## src/rtl/node_array_mac_if.sv

```systemverilog
// Producer/consumer bundle for node_array_mac: vector start, element stream and result handshake.
// The master side is the one that feeds vectors and takes results; the block itself uses the slave side.
interface node_array_mac_if #(
  parameter int NUM_NODES = 4,
  parameter int DATA_W    = 16
) ();
  logic                          start;
  logic [NUM_NODES*DATA_W-1:0]   bias;
  logic [1:0]                    act_mode;
  logic                          in_valid;
  logic                          in_ready;
  logic [DATA_W-1:0]             in_data;
  logic [NUM_NODES*DATA_W-1:0]   coef;
  logic                          out_valid;
  logic                          out_ready;
  logic [NUM_NODES*DATA_W-1:0]   node_out;
  logic [NUM_NODES-1:0]          sat_flag;
  logic                          busy;

  modport master (
    output start, bias, act_mode, in_valid, in_data, coef, out_ready,
    input  in_ready, out_valid, node_out, sat_flag, busy
  );

  modport slave (
    input  start, bias, act_mode, in_valid, in_data, coef, out_ready,
    output in_ready, out_valid, node_out, sat_flag, busy
  );
endinterface

```

## src/rtl/node_array_mac.sv

```systemverilog
// NUM_NODES parallel fixed-point neurons over one streamed input vector: bias load, wide MAC,
// output saturation and a selectable activation, with valid/ready on both sides.
module node_array_mac #(
  parameter int NUM_NODES  = 4,
  parameter int IMAGE_SIZE = 64,
  parameter int DATA_W     = 16,
  parameter int FRAC_W     = 8,
  parameter int ACC_W      = 40
) (
  input  logic             clk,
  input  logic             rst,
  node_array_mac_if.slave  bus
);

  localparam int CNT_W = $clog2(IMAGE_SIZE);
  localparam logic [CNT_W-1:0] LAST_IDX = CNT_W'(IMAGE_SIZE - 1);

  localparam logic signed [ACC_W-1:0] SAT_MAX =
    {{(ACC_W-DATA_W+1){1'b0}}, {(DATA_W-1){1'b1}}};
  localparam logic signed [ACC_W-1:0] SAT_MIN = ~SAT_MAX;
  localparam logic signed [DATA_W-1:0] ONE    = DATA_W'(1 << FRAC_W);

  typedef enum logic [1:0] {S_IDLE, S_ACCUM, S_ACTIVATE, S_OUTPUT} state_e;
  typedef enum logic [1:0] {ACT_IDENT = 2'b00, ACT_RELU = 2'b01,
                            ACT_LEAKY = 2'b10, ACT_CLIP = 2'b11} act_e;

  typedef struct packed {
    logic signed [DATA_W-1:0] data;
    logic                     sat;
  } act_res_t;

  state_e                      state_q, state_d;
  logic [CNT_W-1:0]            count_q, count_d;
  act_e                        mode_q, mode_d;
  logic signed [ACC_W-1:0]     acc_q [NUM_NODES];
  logic signed [ACC_W-1:0]     acc_d [NUM_NODES];
  logic [NUM_NODES*DATA_W-1:0] node_out_q, node_out_d;
  logic [NUM_NODES-1:0]        sat_q, sat_d;

  logic signed [2*DATA_W-1:0]  prod [NUM_NODES];
  act_res_t                    act_r [NUM_NODES];

  // Rescale to the output Q format, clamp to DATA_W, then apply the activation to the clamped value.
  function automatic act_res_t activate(input logic signed [ACC_W-1:0] acc, input act_e mode);
    logic signed [ACC_W-1:0]  v;
    logic signed [DATA_W-1:0] c;
    act_res_t                 r;
    v     = acc >>> FRAC_W;
    r.sat = 1'b0;
    if (v > SAT_MAX) begin
      c     = SAT_MAX[DATA_W-1:0];
      r.sat = 1'b1;
    end else if (v < SAT_MIN) begin
      c     = SAT_MIN[DATA_W-1:0];
      r.sat = 1'b1;
    end else begin
      c = v[DATA_W-1:0];
    end
    unique case (mode)
      ACT_IDENT: r.data = c;
      ACT_RELU:  r.data = (c < 0) ? '0 : c;
      ACT_LEAKY: r.data = (c < 0) ? (c >>> 3) : c;
      ACT_CLIP:  r.data = (c < 0) ? '0 : ((c > ONE) ? ONE : c);
      default:   r.data = c;
    endcase
    return r;
  endfunction

  always_comb begin
    for (int n = 0; n < NUM_NODES; n++) begin
      prod[n]  = $signed(bus.in_data) * $signed(bus.coef[n*DATA_W +: DATA_W]);
      act_r[n] = activate(acc_q[n], mode_q);
    end
  end

  always_comb begin
    // NOTE: every variable gets its hold value first so no path through the case can infer a latch.
    state_d    = state_q;
    count_d    = count_q;
    mode_d     = mode_q;
    acc_d      = acc_q;
    node_out_d = node_out_q;
    sat_d      = sat_q;

    unique case (state_q)
      S_IDLE: begin
        if (bus.start) begin
          for (int n = 0; n < NUM_NODES; n++) begin
            acc_d[n] = {{(ACC_W-DATA_W){bus.bias[n*DATA_W+DATA_W-1]}},
                        bus.bias[n*DATA_W +: DATA_W]} << FRAC_W;
          end
          mode_d  = act_e'(bus.act_mode);
          count_d = '0;
          state_d = S_ACCUM;
        end
      end
      S_ACCUM: begin
        if (bus.in_valid) begin
          for (int n = 0; n < NUM_NODES; n++) begin
            acc_d[n] = acc_q[n] + {{(ACC_W-2*DATA_W){prod[n][2*DATA_W-1]}}, prod[n]};
          end
          if (count_q == LAST_IDX) begin
            count_d = '0;
            state_d = S_ACTIVATE;
          end else begin
            count_d = count_q + 1'b1;
          end
        end
      end
      S_ACTIVATE: begin
        for (int n = 0; n < NUM_NODES; n++) begin
          node_out_d[n*DATA_W +: DATA_W] = act_r[n].data;
          sat_d[n]                       = act_r[n].sat;
        end
        state_d = S_OUTPUT;
      end
      S_OUTPUT: begin
        if (bus.out_ready) state_d = S_IDLE;
      end
      default: state_d = S_IDLE;
    endcase
  end

  always_ff @(posedge clk) begin
    // NOTE: state registers use non-blocking assignments so every flop samples pre-edge values.
    if (rst) begin
      state_q    <= S_IDLE;
      count_q    <= '0;
      mode_q     <= ACT_IDENT;
      // NOTE: the accumulator array is reset too; a discarded vector must leave no residue visible.
      acc_q      <= '{default: '0};
      node_out_q <= '0;
      sat_q      <= '0;
    end else begin
      state_q    <= state_d;
      count_q    <= count_d;
      mode_q     <= mode_d;
      acc_q      <= acc_d;
      node_out_q <= node_out_d;
      sat_q      <= sat_d;
    end
  end

  assign bus.in_ready  = (state_q == S_ACCUM);
  assign bus.out_valid = (state_q == S_OUTPUT);
  assign bus.busy      = (state_q != S_IDLE);
  assign bus.node_out  = node_out_q;
  assign bus.sat_flag  = sat_q;

endmodule

```

## src/flat_wrapper.sv

```systemverilog
// flat-port wrapper written by rule: the top's interface ports become plain ports
module node_array_mac_flat 
#(
  parameter int NUM_NODES  = 4,
  parameter int IMAGE_SIZE = 64,
  parameter int DATA_W     = 16,
  parameter int FRAC_W     = 8,
  parameter int ACC_W      = 40
)
  (clk, rst, bus_start, bus_bias, bus_act_mode, bus_in_valid, bus_in_data, bus_coef, bus_out_ready, bus_in_ready, bus_out_valid, bus_node_out, bus_sat_flag, bus_busy);
  node_array_mac_if #(.NUM_NODES(NUM_NODES), .DATA_W(DATA_W)) bus_i ();
  input  logic clk;
  input  logic rst;
  input wire logic [$bits(bus_i.start)-1:0] bus_start;
  input wire logic [$bits(bus_i.bias)-1:0] bus_bias;
  input wire logic [$bits(bus_i.act_mode)-1:0] bus_act_mode;
  input wire logic [$bits(bus_i.in_valid)-1:0] bus_in_valid;
  input wire logic [$bits(bus_i.in_data)-1:0] bus_in_data;
  input wire logic [$bits(bus_i.coef)-1:0] bus_coef;
  input wire logic [$bits(bus_i.out_ready)-1:0] bus_out_ready;
  output wire logic [$bits(bus_i.in_ready)-1:0] bus_in_ready;
  output wire logic [$bits(bus_i.out_valid)-1:0] bus_out_valid;
  output wire logic [$bits(bus_i.node_out)-1:0] bus_node_out;
  output wire logic [$bits(bus_i.sat_flag)-1:0] bus_sat_flag;
  output wire logic [$bits(bus_i.busy)-1:0] bus_busy;
  assign bus_i.start = bus_start;
  assign bus_i.bias = bus_bias;
  assign bus_i.act_mode = bus_act_mode;
  assign bus_i.in_valid = bus_in_valid;
  assign bus_i.in_data = bus_in_data;
  assign bus_i.coef = bus_coef;
  assign bus_i.out_ready = bus_out_ready;
  assign bus_in_ready = bus_i.in_ready;
  assign bus_out_valid = bus_i.out_valid;
  assign bus_node_out = bus_i.node_out;
  assign bus_sat_flag = bus_i.sat_flag;
  assign bus_busy = bus_i.busy;
  node_array_mac #(.NUM_NODES(NUM_NODES), .IMAGE_SIZE(IMAGE_SIZE), .DATA_W(DATA_W), .FRAC_W(FRAC_W), .ACC_W(ACC_W)) u_core (.clk(clk), .rst(rst), .bus(bus_i));
endmodule
```

## config.mk

```make
export PLATFORM = sky130hd
export DESIGN_NAME = node_array_mac_flat
export DESIGN_NICKNAME = d
export VERILOG_FILES = /design/src/rtl/node_array_mac_if.sv /design/src/rtl/node_array_mac.sv /design/src/flat_wrapper.sv
export SDC_FILE = /design/constraint.sdc
export NUM_CORES = 2
export LEC_CHECK = 0
export BUFFER_PORTS_ARGS = -buffer_cell sky130_fd_sc_hd__buf_2
export CAP_MARGIN = 5
export CELL_PAD_IN_SITES_DETAIL_PLACEMENT = 0
export CELL_PAD_IN_SITES_GLOBAL_PLACEMENT = 1
export CORE_ASPECT_RATIO = 0.5
export CORE_MARGIN = 1
export CORE_UTILIZATION = 39
export DETAILED_ROUTE_END_ITERATION = 12
export PLACE_DENSITY = 0.75
export SYNTH_ARGS = -nofsm -noshare
export SYNTH_HDL_FRONTEND = slang
export SYNTH_SLANG_ARGS = --single-unit
```

## constraint.sdc

```tcl
create_clock -name clk -period 8.95 [get_ports clk]
set_input_delay 0.4475 -clock clk [delete_from_list [all_inputs] [get_ports clk]]
set_output_delay 0.4475 -clock clk [all_outputs]
set_load 0.005 [all_outputs]
```

Word-level counts from Yosys, hierarchy flattened. Index checks and enable logic that the tools add are counted.

Register bits after elaboration: 238. Latch bits: 0. RAM bits: 0. ROM bits: 0. Bits of input ports: 151. Output and inout port bits: 71. Memories: 0.

Add/subtract/negate cells: 5. Multiply operators: 4. Divide/modulo/power cells: 0. Order comparisons: 16. Eq/ne operators: 11. Shift-type cells: 0. Multiplexer cells: 48. Bitwise gates (word level): 0. Reductions and logical operators: 7.

Operators with widths (number): 16-bit 2-to-1 mux (20); 160-bit 2-to-1 mux (2); 160-bit one-hot mux with 2 select lines (1); 16-bit one-hot mux with 4 select lines (4); 40-bit adder (4); 32-bit by 16-bit greater-than comparator with 1-bit output (second input constant) (4); 32-bit by 16-bit < comparator with 1-bit output (second input constant) (4); 16-bit by 16-bit multiplier with 32-bit output (4); 16-bit by 10-bit greater-than comparator with 1-bit output (second input constant) (4); 16-bit by 1-bit < comparator with 1-bit output (second input constant) (4); 15-bit 2-to-1 mux (4); 6-bit 2-to-1 mux (3); 6-bit one-hot mux with 2 select lines (1); 2-bit == test (second input constant) (4); 1-bit 2-to-1 mux (8); 2-bit 2-to-1 mux (4); 2-bit one-hot mux with 4 select lines (1); 6-bit by 1-bit adder with 6-bit output (second input constant) (1); 6-bit == test (second input constant) (1); 2-bit != test (second input constant) (3); 2-bit by 1-bit == test with 1-bit output (second input constant) (2); 2-bit logical NOT (2); 4-bit AND reduction (1); 2-bit nonzero test (2); 3 further kinds (3).

Longest topological paths before layout.
Word-level depth: 7. Gate-level depth with buffers: 39. Depth with buffers taken out: 37.

Least setup slack after synthesis. Ideal clock, no wire load.

Path kind: in2reg. Start point: in bus_in_data[11]. End point: reg u_core.acc_q[119] (netlist bit). Library setup time: 79 ps. Arrival: 8421 ps. Data required time: 8871 ps. Setup slack: 450 ps. Stages: 33. Cells stage by stage: clkbuf_1 -> clkbuf_1 -> nand2_1 -> fa_1 -> fa_1 -> fa_1 -> inv_1 -> fa_1 -> fa_1 -> inv_1 -> fa_1 -> inv_1 -> ha_1 -> a21o_1 -> a21oi_1 -> nand2_1 -> a21boi_1 -> nor3_1 -> a2111oi_2 -> a21oi_1 -> or4_1 -> a31oi_1 -> xnor2_1 -> ha_1 -> nand2_1 -> or3_1 -> o21ai_1 -> a31oi_1 -> nor2_2 -> a21oi_1 -> xor2_1 -> or3_2 -> o221ai_2.

Word-level cells in the longest chain between the ends: 4.

Ends and longest elaborated chain: start: declaration (line flat_wrapper.sv:18) `input wire logic [$bits(bus_i.in_data)-1:0] bus_in_data;`; 16-bit by 16-bit multiplier with 32-bit output (line node_array_mac.sv:71) `prod[n] = $signed(bus.in_data) * $signed(bus.coef[n*DATA_W +: DATA_W]);`; 40-bit adder (line node_array_mac.sv:100) `acc_d[n] = acc_q[n] + {{(ACC_W-2*DATA_W){prod[n][2*DATA_W-1]}}, prod[n]};`; 160-bit 2-to-1 mux (line node_array_mac.sv:98) `if (bus.in_valid) begin`; 160-bit one-hot mux with 2 select lines (line node_array_mac.sv:85) `unique case (state_q)`; end signal: assignment (line node_array_mac.sv:131) `acc_q <= '{default: '0};`; end signal: assignment (line node_array_mac.sv:138) `acc_q <= acc_d;`; end: declaration (line node_array_mac.sv:35) `logic signed [ACC_W-1:0] acc_q [NUM_NODES];`.

Every way passes these cells. The select of a mux whose other input is x is not followed. A chain may end at the register's enable or synchronous reset.

Worst setup path in the final report.
Start point: in bus_in_data[8]. End point: reg u_core.acc_q[159] (netlist bit).

The elaborated chain is that of the path after synthesis.

==> metrics.md <==
| Metric | Value |
|---|---|
| Run status | complete, but fails checks |
| Violated checks | DRC |
| Slowest CP cell | sky130_fd_sc_hd__xor2_1 |
| Hold Crit Class | in2reg |
| Total clock buffers created by CTS | 34 |
| Area of the mapped netlist | 57810 um^2 |
| Worst slew pin tran | 1.099 ns |
| CP Buf/Inv Count | 8 |
| Num rows | 99 |
| Drt via density | 5.190 |
| # clock sinks | 238 |
| Number of cells after detailed placement | 9022 |
| Standard cell core area | 146400 um^2 |
| Clock edge transition at the registers on the reported setup and hold paths | 0.06 ns |
| Global routing usage summed across all routing layers | 0.2414 |
| Critical path endpoint category | flip-flop |
| Iteration-0 DRC Markers | 3429 |
| Die area | 149900 um^2 |
| First-pass GRT wire length | 283.0 mm |
| Number of cells upsized or downsized after cts | 0 |
| Setup Buffers After CTS | 0 |
| Mean post-synth cell area | 8.482 um^2 |
| Critical path fanouts, max | 15 |
| Layout cells sized above 1 | 0.09605 |
| Yosys warning total | 0 |
| Layout Cells excl Fill | 9087 |
| Slew margin rel. | 0.2579 |
| Kind of start point of the critical path | input port |
| Fillers | 14660 |
| Setup slack after placement | -0.06813 ns |
| Combinational family with the most area after synthesis | adder cells |
| Number of endpoints failing setup at the final stage | 0 |
| Post-detailed-route wirelength per cell | 19.43 um |
| Count of port buffers added during placement | 221 |
| Number of enable flip-flop cells after synthesis | 0 |
| Area growth from synthesis to layout | 11.28% |
| Clock latency on the worst-skew pair | 0.55 ns |
| Commonest cells in the netlist | sky130_fd_sc_hd__inv_1 (1210), sky130_fd_sc_hd__fa_1 (1052), sky130_fd_sc_hd__nand2_1 (681) |
| Top cell type by total area after synthesis | sky130_fd_sc_hd__fa_1 |
| Cell repeated most along the worst path | sky130_fd_sc_hd__fa_1 |
| Number of global-route vias before repair | 47940 |
| Data arrival time of the critical path | 8.98 ns |
| Max capacitance violation total | 0 |
| Count of unique library cells instantiated by Yosys | 101 |
| Area fraction in and, or, nand and nor cells after synthesis | 0.1670 |
| Share of synthesized registers carrying an async set or reset | 0 |
| Largest net degree at the start of global routing | 90 |
| Adder-cell share of the synthesized area | 0.4732 |
| Hold buffer count at CTS | 0 |
| First-pass DRT Iterations | 10 |
| Number of H-tree branching levels | 2 |
| Post-route clock period utilization | 0.9489 |
| Total gr overflow | 0 |
| Estimated wirelength of the detail-placed design | 145.7 mm |
| Leading cell type by number of instances after synthesis | sky130_fd_sc_hd__inv_1 |
| Synth Register Bits | 238 |
| Clk root buf | sky130_fd_sc_hd__clkbuf_16 |
| Leading post-synthesis cells by cell area | sky130_fd_sc_hd__fa_1 (36%), sky130_fd_sc_hd__ha_1 (11%), sky130_fd_sc_hd__dfxtp_1 (8.2%), sky130_fd_sc_hd__inv_1 (7.9%), sky130_fd_sc_hd__and2_1 (5.6%) |
| DRC violations left | 8 |
| Fraction of the yosys area taken by sequential cells | 0.08242 |
| Mux cell area share after synthesis | 0.002121 |
| Complex-gate fraction of the synthesized area | 0.1323 |
| Minimum clock period | 8.493 ns |
| Area fraction of the dominant cell type after synthesis | 0.3643 |
| Number of pins exceeding their max-slew limit in the final report | 0 |
| Height of the die | 274.2 um |
| Total nets after synthesis | 8522 |
| Critical Path Max Stage Delay | 0.70 ns |
| Fraction of synthesized cell area in xor and xnor cells | 0.04290 |
| Final Net Count | 8795 |
| Number of ports placed on the die boundary | 222 |
| Endpoints failing hold | 0 |
| Mapped Cells | 6816 |
| Peak Freq | 117.8 MHz |
| Number of nets still failing antenna checks after routing | 0 |
| Unrepaired setup endpoints after global routing | false |
| Final wirelength | 176.6 mm |
| Initial cell density of the core | 0.3949 |
| Worst setup path category | in2reg |
| Clock tree skew after final layout | 0.02419 ns |
| Critical path's top delay family | adder cells |
| Clock Tree Buf Depth | 3 |
| Global placer's final weighted congestion | 0.9284 |
| Initial antenna violation count | 9 |
| Die X-Extent | 546.5 um |
| Ys flop type | sky130_fd_sc_hd__dfxtp_1 |
| TritonCTS clock tree | built |
| Final critical-path setup slack | 0.4575 ns |
| Crit path required time | 9.44 ns |
| Total via count in the routed design | 47170 |
## cell type report
class | count | area [um^2] | area share
antenna | 7 | 17.52 | 0.0002723
tap | 1969 | 2464 | 0.03830
clock inverter | 14 | 173.9 | 0.002703
multi-input combinational | 5047 | 47380 | 0.7365
timing repair buffer | 557 | 4068 | 0.06323
sequential | 238 | 4766 | 0.07408
inverter | 1211 | 4546 | 0.07066
clock buffer | 44 | 919.6 | 0.01430
## routing by layer
metal,vias to the layer above,wire (um),track usage,share of wire
met5,-,0,0,0
met4,0,2442,0.03603,0.014
met3,148,13800,0.04369,0.078
met2,1288,73210,0.3558,0.41
met1,23510,87140,0.3702,0.49
li1,22220,-,-,-
## flip-flops by register name (all words and copies together) (netlist names)
name,count
u_core.bus.node_out,64
u_core.state_q,2
u_core.bus.sat_flag,4
u_core.acc_q,160
u_core.count_q,6
u_core.mode_q,2
## final timing paths
check,from,endpoint,slack [ns],cells after the start
worst max-delay path,bus_in_data[8],u_core.acc_q[159],0.46,34
worst min-delay path,bus_act_mode[1],u_core.mode_q[1],0.17,3
worst max register to register,u_core.acc_q[143],u_core.bus.node_out[5],4.86,10
worst min register to register,u_core.acc_q[122],u_core.acc_q[122],0.46,2
## worst min-delay path, cell delays in order
cell	delay [ns]
sky130_fd_sc_hd__buf_2	0.09
sky130_fd_sc_hd__nand3_1	0.07
sky130_fd_sc_hd__a21oi_1	0.06
## placed cells by master, fill, tap and decap left out, types with 10 or more instances in the layout
master / netlist / final
sky130_fd_sc_hd__nor4_1: 31 / 30
sky130_fd_sc_hd__o21a_1: 34 / 34
sky130_fd_sc_hd__xor2_1: 69 / 68
sky130_fd_sc_hd__a211oi_1: 68 / 68
sky130_fd_sc_hd__buf_12: 0 / 34
sky130_fd_sc_hd__o211ai_1: 24 / 24
sky130_fd_sc_hd__a311oi_1: 21 / 21
sky130_fd_sc_hd__nand2_1: 681 / 679
sky130_fd_sc_hd__o21bai_1: 38 / 38
sky130_fd_sc_hd__clkbuf_16: 0 / 35
sky130_fd_sc_hd__o21ai_0: 177 / 177
sky130_fd_sc_hd__and3_1: 26 / 26
sky130_fd_sc_hd__dfxtp_1: 238 / 237
sky130_fd_sc_hd__and2_1: 513 / 513
sky130_fd_sc_hd__nor3_1: 62 / 61
sky130_fd_sc_hd__nor2_1: 390 / 388
sky130_fd_sc_hd__or3_1: 15 / 15
sky130_fd_sc_hd__nand4_1: 41 / 41
sky130_fd_sc_hd__o21ai_1: 41 / 41
sky130_fd_sc_hd__ha_1: 503 / 501
sky130_fd_sc_hd__a221oi_1: 29 / 29
sky130_fd_sc_hd__xnor2_1: 207 / 203
sky130_fd_sc_hd__a21oi_1: 448 / 448
sky130_fd_sc_hd__nand2b_1: 66 / 66
sky130_fd_sc_hd__a21o_1: 134 / 134
sky130_fd_sc_hd__or2_2: 11 / 11
sky130_fd_sc_hd__buf_2: 3 / 218
sky130_fd_sc_hd__a31oi_1: 34 / 34
sky130_fd_sc_hd__fa_1: 1052 / 1052
sky130_fd_sc_hd__inv_1: 1210 / 1210
sky130_fd_sc_hd__a41oi_1: 13 / 11
sky130_fd_sc_hd__mux2i_1: 10 / 10
sky130_fd_sc_hd__nor2b_1: 28 / 28
sky130_fd_sc_hd__nand3_1: 95 / 95
sky130_fd_sc_hd__o22ai_1: 13 / 13
sky130_fd_sc_hd__buf_4: 1 / 302
## cells by family after synthesis
family | count (synthesis)
flops | 238
buf+inv | 1531
compound gates | 1207
mux | 12
simple gates | 1994
xor+xnor | 279
fa+ha+maj | 1555
## stage by stage
stage | instance area [um^2] | TNS (ns) | utilization | hold WS (ns)
floorplan | 57810 | 0 | - | 0.4362
global route | 64320 | 0 | 0.4393 | 0.1714
CTS | 64260 | 0 | 0.4389 | 0.1410
detailed placement | 63170 | -0.06813 | 0.4314 | 0.4523
global placement | 63170 | -0.06482 | 0.4314 | 0.4432
finish | 64330 | 0 | 0.4394 | 0.1683
Power is not shown: default switching activity piles up to over one toggle a cycle in this logic, so the estimate is an artifact.
